`src/rtl/tdp_ram_access_ctrl.sv`:
```
// Two-port request front-end for a true dual-port RAM.
// Optional collision counters: define TDP_COLLISION_STATS_EN.
module tdp_ram_access_ctrl #(
  parameter int WIDTH   = 8,
  parameter int DEPTH   = 64,
  parameter int STATS_W = 16,
  localparam int AW     = $clog2(DEPTH)
) (
  input  logic             clk,
  input  logic             rst_n,
  input  logic             a_valid,
  output logic             a_ready,
  input  logic             a_we,
  input  logic [AW-1:0]    a_addr,
  input  logic [WIDTH-1:0] a_wdata,
  output logic             a_rsp_valid,
  output logic [WIDTH-1:0] a_rsp_data,
  input  logic             b_valid,
  output logic             b_ready,
  input  logic             b_we,
  input  logic [AW-1:0]    b_addr,
  input  logic [WIDTH-1:0] b_wdata,
  output logic             b_rsp_valid,
  output logic [WIDTH-1:0] b_rsp_data,
`ifdef TDP_COLLISION_STATS_EN
  input  logic             stats_clr,
  output logic [STATS_W-1:0] ww_coll_cnt,
  output logic [STATS_W-1:0] wr_coll_cnt,
`endif
  output logic             ram_we_a,
  output logic             ram_we_b,
  output logic [AW-1:0]    ram_addr_a,
  output logic [AW-1:0]    ram_addr_b,
  output logic [WIDTH-1:0] ram_data_a,
  output logic [WIDTH-1:0] ram_data_b,
  input  logic [WIDTH-1:0] ram_q_a,
  input  logic [WIDTH-1:0] ram_q_b
);

  if (STATS_W < 1) begin : g_bad_stats_w
    $error("STATS_W must be at least 1");
  end

  typedef enum logic {RR_A, RR_B} rr_t;

  rr_t rr, rr_nxt;

  logic coll, ww, wr;
  logic a_acc, b_acc;
  logic a_ff, b_ff;
  logic [WIDTH-1:0] a_fwd, b_fwd;
  logic [WIDTH-1:0] a_hold, b_hold;

  assign coll = a_valid && b_valid
             && (a_addr == b_addr) && (a_we || b_we);
  assign ww   = coll && a_we && b_we;
  assign wr   = coll && (a_we != b_we);

  always_ff @(posedge clk) begin
    if (!rst_n) rr <= RR_A;
    else        rr <= rr_nxt;
  end

  // the rr port wins a write/write; the loser gets the next turn
  always_comb begin
    rr_nxt  = rr;
    a_ready = 1'b0;
    b_ready = 1'b0;
    if (rst_n) begin
      a_ready = !(ww && rr == RR_B);
      b_ready = !(ww && rr == RR_A);
      if (ww) rr_nxt = (rr == RR_A) ? RR_B : RR_A;
    end
  end

  assign a_acc = a_valid && a_ready;
  assign b_acc = b_valid && b_ready;

  assign ram_we_a   = a_acc && a_we;
  assign ram_we_b   = b_acc && b_we;
  assign ram_addr_a = a_addr;
  assign ram_addr_b = b_addr;
  assign ram_data_a = a_wdata;
  assign ram_data_b = b_wdata;

  always_ff @(posedge clk) begin
    if (!rst_n) begin
      a_rsp_valid <= 1'b0;
      b_rsp_valid <= 1'b0;
      a_ff        <= 1'b0;
      b_ff        <= 1'b0;
      a_fwd       <= '0;
      b_fwd       <= '0;
      a_hold      <= '0;
      b_hold      <= '0;
    end else begin
      a_rsp_valid <= a_acc && !a_we;
      b_rsp_valid <= b_acc && !b_we;
      a_ff        <= wr && !a_we;
      b_ff        <= wr && !b_we;
      if (wr && !a_we) a_fwd <= b_wdata;
      if (wr && !b_we) b_fwd <= a_wdata;
      a_hold      <= a_rsp_data;
      b_hold      <= b_rsp_data;
    end
  end

  // RAM q lands in the cycle after the read; hold it otherwise
  assign a_rsp_data = !a_rsp_valid ? a_hold
                    : (a_ff ? a_fwd : ram_q_a);
  assign b_rsp_data = !b_rsp_valid ? b_hold
                    : (b_ff ? b_fwd : ram_q_b);

`ifdef TDP_COLLISION_STATS_EN
  always_ff @(posedge clk) begin
    if (!rst_n || stats_clr) begin
      ww_coll_cnt <= '0;
      wr_coll_cnt <= '0;
    end else begin
      if (ww && ww_coll_cnt != '1)
        ww_coll_cnt <= ww_coll_cnt + 1'b1;
      if (wr && wr_coll_cnt != '1)
        wr_coll_cnt <= wr_coll_cnt + 1'b1;
    end
  end
`endif

endmodule

```
`config.mk`:
```
export PLATFORM = sky130hd
export DESIGN_NAME = tdp_ram_access_ctrl
export DESIGN_NICKNAME = d
export VERILOG_FILES = /design/src/rtl/tdp_ram_access_ctrl.sv
export SDC_FILE = /design/constraint.sdc
export NUM_CORES = 1
export LEC_CHECK = 0
export CAP_MARGIN = 20
export CORE_AREA = 10 10 94 96
export CTS_BUF_LIST = sky130_fd_sc_hd__clkbuf_2 sky130_fd_sc_hd__clkbuf_4 sky130_fd_sc_hd__clkbuf_8
export CTS_CLUSTER_DIAMETER = 40
export DETAILED_ROUTE_END_ITERATION = 10
export DIE_AREA = 0 0 104 106
export GPL_TIMING_DRIVEN = 1
export SLEW_MARGIN = 20
export SYNTH_ARGS = -nofsm -noshare
export SYNTH_HDL_FRONTEND = slang
export SYNTH_SLANG_ARGS = --single-unit
```
`constraint.sdc`:
```
create_clock -name clk -period 2.7 [get_ports clk]
set_input_delay 0.405 -clock clk [delete_from_list [all_inputs] [get_ports clk]]
set_output_delay 0.405 -clock clk [all_outputs]
set_load 0.005 [all_outputs]
```
==> reports/qor.txt <==
OUTCOME
-------------------------------------------------------------------------------------
Outcome ................................................................ finished, final reports clean

ROUTE
-------------------------------------------------------------------------------------
Met3 wire length .......................................................       525 um
Pre-Repair DR Iteration Count ..........................................            4
Top layer reached by signal wires ......................................         met4
Routed via count .......................................................         1883
Total DRC errors in the routed layout ..................................            0
Routed vias/inst .......................................................         4.67
Count of routing violations after the opening detailed-route iteration .           75
Met1 Wirelength ........................................................      2940 um
Antenna Violating Nets Remaining .......................................            0
DR WL/cell .............................................................      15.5 um
Detailed-route wire length .............................................      6230 um
Met2 WL ................................................................      2710 um

STA
-------------------------------------------------------------------------------------
Peak Freq ..............................................................      418 MHz
Total negative slack ...................................................         0 ns
Final hold violations ..................................................            0
Worst setup slack after layout .........................................     0.308 ns
Post-layout minimum cycle time .........................................      2.39 ns
RSZ-0062 raised after global routing ...................................           no
Max Transition Viols Final .............................................            0
Final count of negative-setup-slack endpoints ..........................            0
Final critical-path share of the clock period ..........................        0.886
Measured slew at the worst slew-check pin ..............................     0.600 ns
Normalized max-slew margin .............................................        0.599
Maximum clock skew at final layout .....................................   0.00613 ns

SYNTH
-------------------------------------------------------------------------------------
Netlist cell types .....................................................           32
Sequential cell area fraction in the yosys report ......................        0.365
Leading cell types by total area after synthesis ....................... dfxtp_1, buf_4, a21oi_1
Cells after synthesis ..................................................          230
Post-synthesis cell area ...............................................    2030 um^2
Number of nets produced by synthesis ...................................          281
Mean area per synthesized cell .........................................    8.82 um^2
Post-synthesis register bit count ......................................           37
Share of the synthesized area in the top cell type .....................        0.365
Total number of yosys warnings .........................................            0
Library cell occupying the most area in the post-synthesis netlist .....      dfxtp_1

DIE
-------------------------------------------------------------------------------------
Starting utilization of the core area ..................................        0.287
Total number of placement rows .........................................           31
I/O Pins ...............................................................          100
Die extent in y ........................................................       106 um
Placeable Area .........................................................    7060 um^2
Die area ...............................................................   11000 um^2
Die extent in x ........................................................       104 um

PLACED DESIGN
-------------------------------------------------------------------------------------
PortBufs ...............................................................           99
DPL Wire Length ........................................................      4840 um
Final weighted congestion in routability-driven placement ..............        0.751
# placed instances .....................................................          394
Placement-stage worst setup slack ......................................   -0.0765 ns

CLOCK TREE
-------------------------------------------------------------------------------------
Clk Latency, worst-skew pair ...........................................      0.28 ns
Clock-pin slew on the worst setup and hold paths .......................      0.07 ns
Clock tree from TritonCTS ..............................................         done
Clock root buffer ......................................................     clkbuf_8
Number of hold buffers added after cts .................................            0
Sink Count .............................................................           37
Number of buffers on the longest clock path ............................            2
Number of H-tree levels ................................................            2
TritonCTS Buffers ......................................................            5

GRT
-------------------------------------------------------------------------------------
Wire length of the first global-routing pass ...........................      9870 um
Antenna violations before repair .......................................            0
Pin count of the biggest net entering global routing ...................           19
Number of global-route vias before repair ..............................         1899
Total congestion overflow after global routing .........................            0
Total track usage ......................................................        0.107

PWR
-------------------------------------------------------------------------------------
Ratio of total power to cell area ......................................  422 nW/um^2
Highest ir drop seen on vdd ............................................       219 uV
Post-layout total power ................................................      1290 uW
LEAKAGE ................................................................   0.00113 uW

WORST SETUP PATH
-------------------------------------------------------------------------------------
Type of the worst setup path ...........................................       in2out
Worst Path Required ....................................................      2.30 ns
Type of element capturing the critical path ............................   output pin
Setup crit start kind ..................................................   input port
Crit-path max FO .......................................................            3
Critical Path AT .......................................................      1.99 ns

JOB
-------------------------------------------------------------------------------------
Number of max-cap violations ...........................................            0

FINAL LAYOUT
-------------------------------------------------------------------------------------
Filler Cell Count ......................................................          739
Post-route insts no fill ...............................................          403
Final net count ........................................................          354
Fraction of final layout cells with drive strength greater than 1 ......        0.102
Diodes inserted ........................................................            0
Syn-to-layout area delta ...............................................        51.1%

MIN PATH
-------------------------------------------------------------------------------------
Type of the worst min-delay path .......................................      reg2reg

## what timing repair did
item                                    CTS  global route
endpoints found under the setup margin    4             4
pin swaps                                 2             1
buffers inserted                          0             1
resized for setup                         3             6
## final cells by class
| class | count | area (um^2) | area share |
|---|---|---|---|
| clock buffer | 7 | 96.3 | 0.0314 |
| multi-input combinational | 144 | 988 | 0.323 |
| inverter | 3 | 11.3 | 0.00367 |
| timing repair buffer | 112 | 1100 | 0.359 |
| sequential | 37 | 741 | 0.242 |
| tap | 99 | 124 | 0.0404 |
| clock inverter | 1 | 5.00 | 0.00163 |
## worst paths after layout
kind                                            start                     to  slack (ns)  cells after the start
worst min-delay path            a_fwd[3]$_SDFFE_PN0P_  a_fwd[3]$_SDFFE_PN0P_        0.47                      2
worst max register to register        a_ff$_SDFF_PN0_   a_hold[1]$_SDFF_PN0_        1.41                      3
worst min register to register  a_fwd[3]$_SDFFE_PN0P_  a_fwd[3]$_SDFFE_PN0P_        0.47                      2
worst max-delay path                             a_we               ram_we_a        0.31                      8
## cells in the mapped netlist, drive strengths merged
library cell  number
nand2              4
inv                3
o31ai             16
and3               2
nand3b             1
mux2i             16
nor2              18
and3b              2
and2              16
buf               38
nor2b              2
ha                 1
nand4             17
xor2               1
nand3              2
a211oi             1
o21a               1
nor3               3
dfxtp             37
a21oi             33
nor4               1
o31a               1
xnor2              5
and4               1
clkbuf             8
## through the flow
stage / utilization / area, um^2 / hold slack (ns)
finish: 0.434 / 3060 / 0.468
global route: 0.434 / 3060 / 0.490
CTS: 0.431 / 3040 / 0.471
detailed placement: 0.413 / 2920 / 0.460
global placement: 0.413 / 2920 / 0.457
floorplan: - / 2030 / 0.444
## worst max-delay path, stage by stage
cell             delay, ns
clkdlybuf4s50_1       0.47
inv_1                 0.06
ha_1                  0.18
and3b_2               0.27
nand4_4               0.12
nor3_4                0.22
a211oi_1              0.09
dlymetal6s2s_1        0.17
## cell usage in the layout (no fill, tap or decap), drive strengths merged, types with 2 or more instances in the layout
cell / instances
clkdlybuf4s50: 95
dfxtp: 37
a21oi: 33
nor2: 18
nand4: 17
mux2i: 16
o31ai: 16
and2: 16
buf: 13
clkbuf: 7
xnor2: 5
dlymetal6s2s: 4
nand2: 4
inv: 3
nor3: 3
nor2b: 2
and3: 2
and3b: 2
nand3: 2
## power by group
group | switching (uW) | internal, uW
Clock | 192 | 231
Sequential | 8.37 | 559
Combinational | 123 | 181
## cell families after synthesis
family / count (synthesis) / share of synthesized area
muxes: 16 / 0.0790
AOI/OAI and AO/OA: 52 / 0.152
adders and majority gates: 1 / 0.00617
buffers and inverters: 49 / 0.162
xor gates and xnor gates: 6 / 0.0259
and+or+nand+nor: 69 / 0.209
DFF: 37 / 0.365
## flip-flops by register name, indices dropped and copies added (netlist names)
| name | count |
|---|---|
| a_ff | 1 |
| a_fwd | 8 |
| a_rsp_valid | 1 |
| rr | 1 |
| b_ff | 1 |
| b_rsp_valid | 1 |
| a_hold | 8 |
| b_fwd | 8 |
| b_hold | 8 |
## per-layer routing
layer / track usage / up-vias
li1: - / 945
met1: 0.135 / 846
met2: 0.165 / 87
met3: 0.0489 / 5
met4: 0.0239 / 0
met5: 0 / -
No activity file was read; power rests on OpenSTA's default activity.
